File: config.mk
export PLATFORM = sky130hd
export DESIGN_NAME = fc_ibuf_loader_flat
export DESIGN_NICKNAME = d
export VERILOG_FILES = /design/src/rtl/fc_ibuf_loader_if.sv /design/src/rtl/fc_ibuf_loader.sv /design/src/flat_wrapper.sv
export SDC_FILE = /design/constraint.sdc
export NUM_CORES = 1
export LEC_CHECK = 0
export CORE_MARGIN = 3
export CORE_UTILIZATION = 29
export CTS_BUF_LIST = sky130_fd_sc_hd__clkbuf_16
export CTS_CLUSTER_DIAMETER = 200
export DETAILED_ROUTE_END_ITERATION = 10
export HOLD_SLACK_MARGIN = 0.12
export PLACE_DENSITY = 0.55
export SLEW_MARGIN = 20
export SYNTH_ARGS = -nofsm -noshare
export SYNTH_HDL_FRONTEND = slang
export SYNTH_SLANG_ARGS = --single-unit
File: constraint.sdc
create_clock -name clk -period 3.3 [get_ports clk]
set_input_delay 0.99 -clock clk [delete_from_list [all_inputs] [get_ports clk]]
set_output_delay 0.99 -clock clk [all_outputs]
set_load 0.02 [all_outputs]
File: src/rtl/fc_ibuf_loader_if.sv
`default_nettype none
// fc_ibuf_loader_if : producer func stream, consumer ibuf write port and layer launch handshake.
// Rev 1.0
interface fc_ibuf_loader_if #(
  parameter int IN_DATATYPE_SIZE = 8,
  parameter int DATATYPE_SIZE    = 8,
  parameter int ADDR_W           = 8
);
  logic                        i_func_valid;
  logic [IN_DATATYPE_SIZE-1:0] i_func_data;
  logic                        o_next_busy;
  logic                        o_ibuf_we;
  logic [DATATYPE_SIZE-1:0]    o_ibuf_wr_data;
  logic [ADDR_W-1:0]           o_ibuf_addr;
  logic                        o_start;
  logic                        i_layer_busy;
  logic [15:0]                 o_frame_cnt;
  logic                        o_drop;

  modport slave (
    input  i_func_valid, i_func_data, i_layer_busy,
    output o_next_busy, o_ibuf_we, o_ibuf_wr_data, o_ibuf_addr,
           o_start, o_frame_cnt, o_drop
  );

  modport master (
    output i_func_valid, i_func_data, i_layer_busy,
    input  o_next_busy, o_ibuf_we, o_ibuf_wr_data, o_ibuf_addr,
           o_start, o_frame_cnt, o_drop
  );
endinterface
`default_nettype wire

File: src/rtl/fc_ibuf_loader.sv
`default_nettype none
// fc_ibuf_loader : collects one frame of func beats, saturates/ReLUs them into the ibuf, launches the layer.
// Rev 1.0
module fc_ibuf_loader #(
  parameter int INPUT_SIZE       = 256,
  parameter int IN_DATATYPE_SIZE = 8,
  parameter int DATATYPE_SIZE    = 8,
  parameter int RELU_EN          = 0
) (
  input  wire logic       clk,
  input  wire logic       rst,
  fc_ibuf_loader_if.slave bus
);

  localparam int ADDR_W = $clog2(INPUT_SIZE);
  localparam logic signed [IN_DATATYPE_SIZE-1:0] SAT_MAX =
    IN_DATATYPE_SIZE'((2 ** (DATATYPE_SIZE - 1)) - 1);
  localparam logic signed [IN_DATATYPE_SIZE-1:0] SAT_MIN =
    IN_DATATYPE_SIZE'(-(2 ** (DATATYPE_SIZE - 1)));
  localparam logic [ADDR_W-1:0] LAST_IDX = ADDR_W'(INPUT_SIZE - 1);

  typedef enum logic [1:0] {
    FILL      = 2'd0,
    LAUNCH    = 2'd1,
    WAIT_BUSY = 2'd2,
    WAIT_DONE = 2'd3
  } state_t;

  state_t                              state;
  state_t                              state_nxt;
  logic [ADDR_W-1:0]                   count;
  logic [ADDR_W-1:0]                   count_nxt;
  logic                                accept;
  logic                                start_nxt;
  logic signed [IN_DATATYPE_SIZE-1:0]  relu_val;
  logic [DATATYPE_SIZE-1:0]            conv_val;

  // Element conversion: optional ReLU, then clamp into the consumer's signed range.
  always_comb begin
    relu_val = $signed(bus.i_func_data);
    if ((RELU_EN != 0) && relu_val[IN_DATATYPE_SIZE-1]) begin
      relu_val = '0;
    end
    if (relu_val > SAT_MAX) begin
      conv_val = SAT_MAX[DATATYPE_SIZE-1:0];
    end else if (relu_val < SAT_MIN) begin
      conv_val = SAT_MIN[DATATYPE_SIZE-1:0];
    end else begin
      conv_val = relu_val[DATATYPE_SIZE-1:0];
    end
  end

  always_ff @(posedge clk or negedge rst) begin
    if (!rst) begin
      state <= FILL;
      count <= '0;
    end else begin
      state <= state_nxt;
      count <= count_nxt;
    end
  end

  always_comb begin
    state_nxt = state;
    count_nxt = count;
    accept    = 1'b0;
    start_nxt = 1'b0;
    case (state)
      FILL: begin
        if (bus.i_func_valid) begin
          accept = 1'b1;
          if (count == LAST_IDX) begin
            count_nxt = '0;
            state_nxt = LAUNCH;
          end else begin
            count_nxt = count + ADDR_W'(1);
          end
        end
      end
      LAUNCH: begin
        start_nxt = 1'b1;
        state_nxt = WAIT_BUSY;
      end
      // Busy seen while filling is stale from the previous frame and deliberately not tracked.
      WAIT_BUSY: begin
        if (bus.i_layer_busy) begin
          state_nxt = WAIT_DONE;
        end
      end
      WAIT_DONE: begin
        if (!bus.i_layer_busy) begin
          state_nxt = FILL;
        end
      end
      default: state_nxt = FILL;
    endcase
  end

  always_ff @(posedge clk or negedge rst) begin
    if (!rst) begin
      bus.o_next_busy    <= 1'b0;
      bus.o_ibuf_we      <= 1'b0;
      bus.o_ibuf_wr_data <= '0;
      bus.o_ibuf_addr    <= '0;
      bus.o_start        <= 1'b0;
      bus.o_frame_cnt    <= '0;
      bus.o_drop         <= 1'b0;
    end else begin
      bus.o_next_busy <= (state_nxt != FILL);
      bus.o_ibuf_we   <= accept;
      if (accept) begin
        bus.o_ibuf_addr    <= count;
        bus.o_ibuf_wr_data <= conv_val;
      end
      bus.o_start <= start_nxt;
      if (start_nxt) begin
        bus.o_frame_cnt <= bus.o_frame_cnt + 16'd1;
      end
      if (bus.i_func_valid && bus.o_next_busy) begin
        bus.o_drop <= 1'b1;
      end
    end
  end

endmodule
`default_nettype wire

File: src/flat_wrapper.sv
// flat-port wrapper written by rule: the top's interface ports become plain ports
module fc_ibuf_loader_flat 
#(
  parameter int INPUT_SIZE       = 256,
  parameter int IN_DATATYPE_SIZE = 8,
  parameter int DATATYPE_SIZE    = 8,
  parameter int RELU_EN          = 0
)
  (clk, rst, bus_i_func_valid, bus_i_func_data, bus_i_layer_busy, bus_o_next_busy, bus_o_ibuf_we, bus_o_ibuf_wr_data, bus_o_ibuf_addr, bus_o_start, bus_o_frame_cnt, bus_o_drop);
  fc_ibuf_loader_if #(.IN_DATATYPE_SIZE(IN_DATATYPE_SIZE), .DATATYPE_SIZE(DATATYPE_SIZE), .ADDR_W(8)) bus_i ();
  input  wire logic clk;
  input  wire logic rst;
  input wire logic [$bits(bus_i.i_func_valid)-1:0] bus_i_func_valid;
  input wire logic [$bits(bus_i.i_func_data)-1:0] bus_i_func_data;
  input wire logic [$bits(bus_i.i_layer_busy)-1:0] bus_i_layer_busy;
  output wire logic [$bits(bus_i.o_next_busy)-1:0] bus_o_next_busy;
  output wire logic [$bits(bus_i.o_ibuf_we)-1:0] bus_o_ibuf_we;
  output wire logic [$bits(bus_i.o_ibuf_wr_data)-1:0] bus_o_ibuf_wr_data;
  output wire logic [$bits(bus_i.o_ibuf_addr)-1:0] bus_o_ibuf_addr;
  output wire logic [$bits(bus_i.o_start)-1:0] bus_o_start;
  output wire logic [$bits(bus_i.o_frame_cnt)-1:0] bus_o_frame_cnt;
  output wire logic [$bits(bus_i.o_drop)-1:0] bus_o_drop;
  assign bus_i.i_func_valid = bus_i_func_valid;
  assign bus_i.i_func_data = bus_i_func_data;
  assign bus_i.i_layer_busy = bus_i_layer_busy;
  assign bus_o_next_busy = bus_i.o_next_busy;
  assign bus_o_ibuf_we = bus_i.o_ibuf_we;
  assign bus_o_ibuf_wr_data = bus_i.o_ibuf_wr_data;
  assign bus_o_ibuf_addr = bus_i.o_ibuf_addr;
  assign bus_o_start = bus_i.o_start;
  assign bus_o_frame_cnt = bus_i.o_frame_cnt;
  assign bus_o_drop = bus_i.o_drop;
  fc_ibuf_loader #(.INPUT_SIZE(INPUT_SIZE), .IN_DATATYPE_SIZE(IN_DATATYPE_SIZE), .DATATYPE_SIZE(DATATYPE_SIZE), .RELU_EN(RELU_EN)) u_core (.clk(clk), .rst(rst), .bus(bus_i));
endmodule
==> flow_summary.toml <==
[run_status]
status = "completed"

[final_layout]
final_cell_mix = "clkdlybuf4s50_1 (46), dfrtp_1 (46), mux2_2 (16)"
nNetsFinal = 215
layout.cells.non_filler = 278
postLayoutCoreUtil_pct = 41.5
drive_gt1_share_pct = 17.4
nFillCells = 617
n_antenna_cell = 0
area_growth_pct = 37.6

[clock_network]
cts_tree = "done"
cts_max_level = 2
clkLatencyLatePin_ps = 280
root_buffer = "clkbuf_16"
numClockSinks = 46
hold_buffers = 0
numCtsBuffers = 5
post_cts_buffers = 0
clkTransAtPathRegs_ps = 60
cts_max_path_buffers = 2
cts-resized-gates = 0

[route]
ant_nets = 0
wl_um = 3760
drc = 0
first_iter_violations = 32
drt-vias-per-instance = 4.55
wl_per_cell_um = 13.5
drtPass1Iterations = 4
vias = 1265

[setup_path]
r2r_end = "u_core.bus.o_frame_cnt[15]"
critPathMaxStageDelay_ps = 640
worstSetupStartpointType = "flip-flop"
required_ps = 2310
worstPathMaxFanout = 4
cp_cell_sequence = "clkdlybuf4s50_1"
worst_path_dominant_cell_family = "buffers and inverters"
cp_num_buf_inv = 1
arrival_ps = 1370
r2r_start = "u_core.state[0]"
ff2ff_setup_slack_ps = 1690
critPathKind = "reg2out"
cp_slowest_cell = "clkdlybuf4s50_1"
rr_worst_depth = 4
end_kind = "output pin"

[global_routing]
grt_usage_pct = 10.8
grt_overflow_total = 0
grtUsageMet1_pct = 14.1
grt_first_pass_wirelength_um = 6290
antenna_found_initial = 0
grt_use_met3_pct = 5.39
use_met2_pct = 15.8
grt_max_degree = 27
grt_pass1_vias = 1318
grt_busiest_layer = "met2"

[place]
dp_hpwl_um = 2750
io_buffers = 47
numPlacedInstances = 271
gp_congestion = 0.764

[sta]
hold_viol_final = 0
period_share_pct = 71.5
drv_slew = 0
setup_viol = 0
tightest_slew_ps = 572
period_needed_ps = 2360
fmax_mhz = 424
rsz0062_at_grt = "no"
finClkSkew_ps = 4.39
fin_setup_tns_ps = 0
max_slew_margin_pct = 61.9

[power]
vdd_drop_max_v = 0.000302
pwr-share-clk_pct = 27.0
p_leak_nw = 1.15
power_switching_mw = 0.639
internal_power_mw = 1.39
powerDensity_mw_per_mm2 = 767
switching_share_pct = 31.5
combPwrFrac_pct = 31.4
power.total_mw = 2.03
pwr-share-seq_pct = 41.6

[synth]
synth_seq_area_share_pct = 59.7
syn_avg_cell_area_sq_um = 13.2
ys_top_cells_by_area = "dfrtp_1 (60%), mux2_2 (9.4%), xor2_1 (4.5%), xnor2_1 (3.6%), nand2_1 (2.9%)"
synth_top_area_share_pct = 59.7
netlist-cell-type-count = 33
synth_seq_cells = 46
syn_nets = 160
yosys_warnings = 0
yosysTopAreaCell = "dfrtp_1"
syn_area_sq_mm = 0.00193
synthCells = 146

[floorplan]
dieHeight_um = 87.5
initial_utilization_pct = 30.2
dieArea_sq_mm = 0.00766
placementRows = 29
core_area_sq_mm = 0.00639
die_w_um = 87.5
io-pin-count = 48

[job]
drv_cap = 0

[worst_hold_path]
min_path_type = "reg2reg"
hp-start = "u_core.bus.o_drop"
min_to = "u_core.bus.o_drop"
min_path_cells = 1
==> cell usage after synthesis, drive strengths merged <==
cell type   n
and3        2
xor2       10
nand3       1
dfrtp      46
o311ai      1
nor2b       1
o22ai       1
a32o        1
inv         4
a21o        1
nand4       7
a31o        1
o21a        1
nand2      15
ha          2
nand3b      1
nor3        3
a21oi       1
buf         3
xnor2       8
nor2        9
nor3b       2
o31ai       3
o41ai       1
and4b       1
o21ai       4
mux2       16
==> cell type report <==
cell class	count	area (sq um)	share of cell area [%]
clock buffers	5	125	4.72
clock inverters	2	33.8	1.27
repair buffers	51	495	18.7
multi-input cells	93	734	27.7
well taps	77	96.3	3.63
flip-flops and latches	46	1150	43.4
inverters	4	15.0	0.566
==> worst max path at each step <==
stage | from | endpoint | slack [ps] | cells past startpoint
after floorplan | bus_i_func_valid | u_core.bus.o_ibuf_wr_data[2] | 1280 | 3
after global placement | bus_i_func_valid | u_core.bus.o_ibuf_wr_data[5] | 780 | 4
after detailed placement | bus_i_func_valid | u_core.bus.o_ibuf_addr[0] | 760 | 4
after CTS | u_core.bus.o_frame_cnt[2] | bus_o_frame_cnt[2] | 920 | 1
after global routing | u_core.bus.o_frame_cnt[6] | bus_o_frame_cnt[6] | 890 | 1
final | u_core.bus.o_frame_cnt[2] | bus_o_frame_cnt[2] | 940 | 1
==> per-layer routing <==
metal / vias to the layer above / routed length [um]
li1: 622 / -
met1: 606 / 1720
met2: 35 / 1740
met3: 2 / 279
met4: 0 / 15
met5: - / 0
==> power groups by stage <==
stage	Sequential (mW)	Combinational [mW]	Clock [mW]
after CTS	0.850	0.648	0.566
final	0.846	0.638	0.549
after floorplan	0.968	0.226	0
after global routing	0.871	0.686	0.601
after global placement	0.859	0.639	0
after detailed placement	0.859	0.645	0
==> logic make-up (layout without fill, tap and decap cells) <==
logic type / after synthesis / in the layout / synth area share, %
buf+inv: 7 / 62 / 2.14
simple gates: 42 / 42 / 13.2
compound gates: 15 / 15 / 6.10
mux: 16 / 16 / 9.35
xor+xnor: 18 / 18 / 8.18
fa+ha+maj: 2 / 2 / 1.30
flops: 46 / 46 / 59.7
==> flip-flops by register name, indices dropped and copies added, names as in the netlist <==
register,flops
u_core.bus.o_drop,1
u_core.bus.o_frame_cnt,16
u_core.bus.o_ibuf_addr,8
u_core.bus.o_ibuf_we,1
u_core.bus.o_ibuf_wr_data,8
u_core.bus.o_next_busy,1
u_core.bus.o_start,1
u_core.count,8
u_core.state,2
==> per-stage QoR <==
step | area, sq um | worst slack (ps) | hold WS [ps]
detailed placement | 2490 | 763 | 448
global placement | 2490 | 777 | 448
finish | 2650 | 939 | 458
floorplan | 1930 | 1280 | 488
global route | 2650 | 894 | 494
CTS | 2650 | 922 | 463
(Power assumes the default switching activity.)
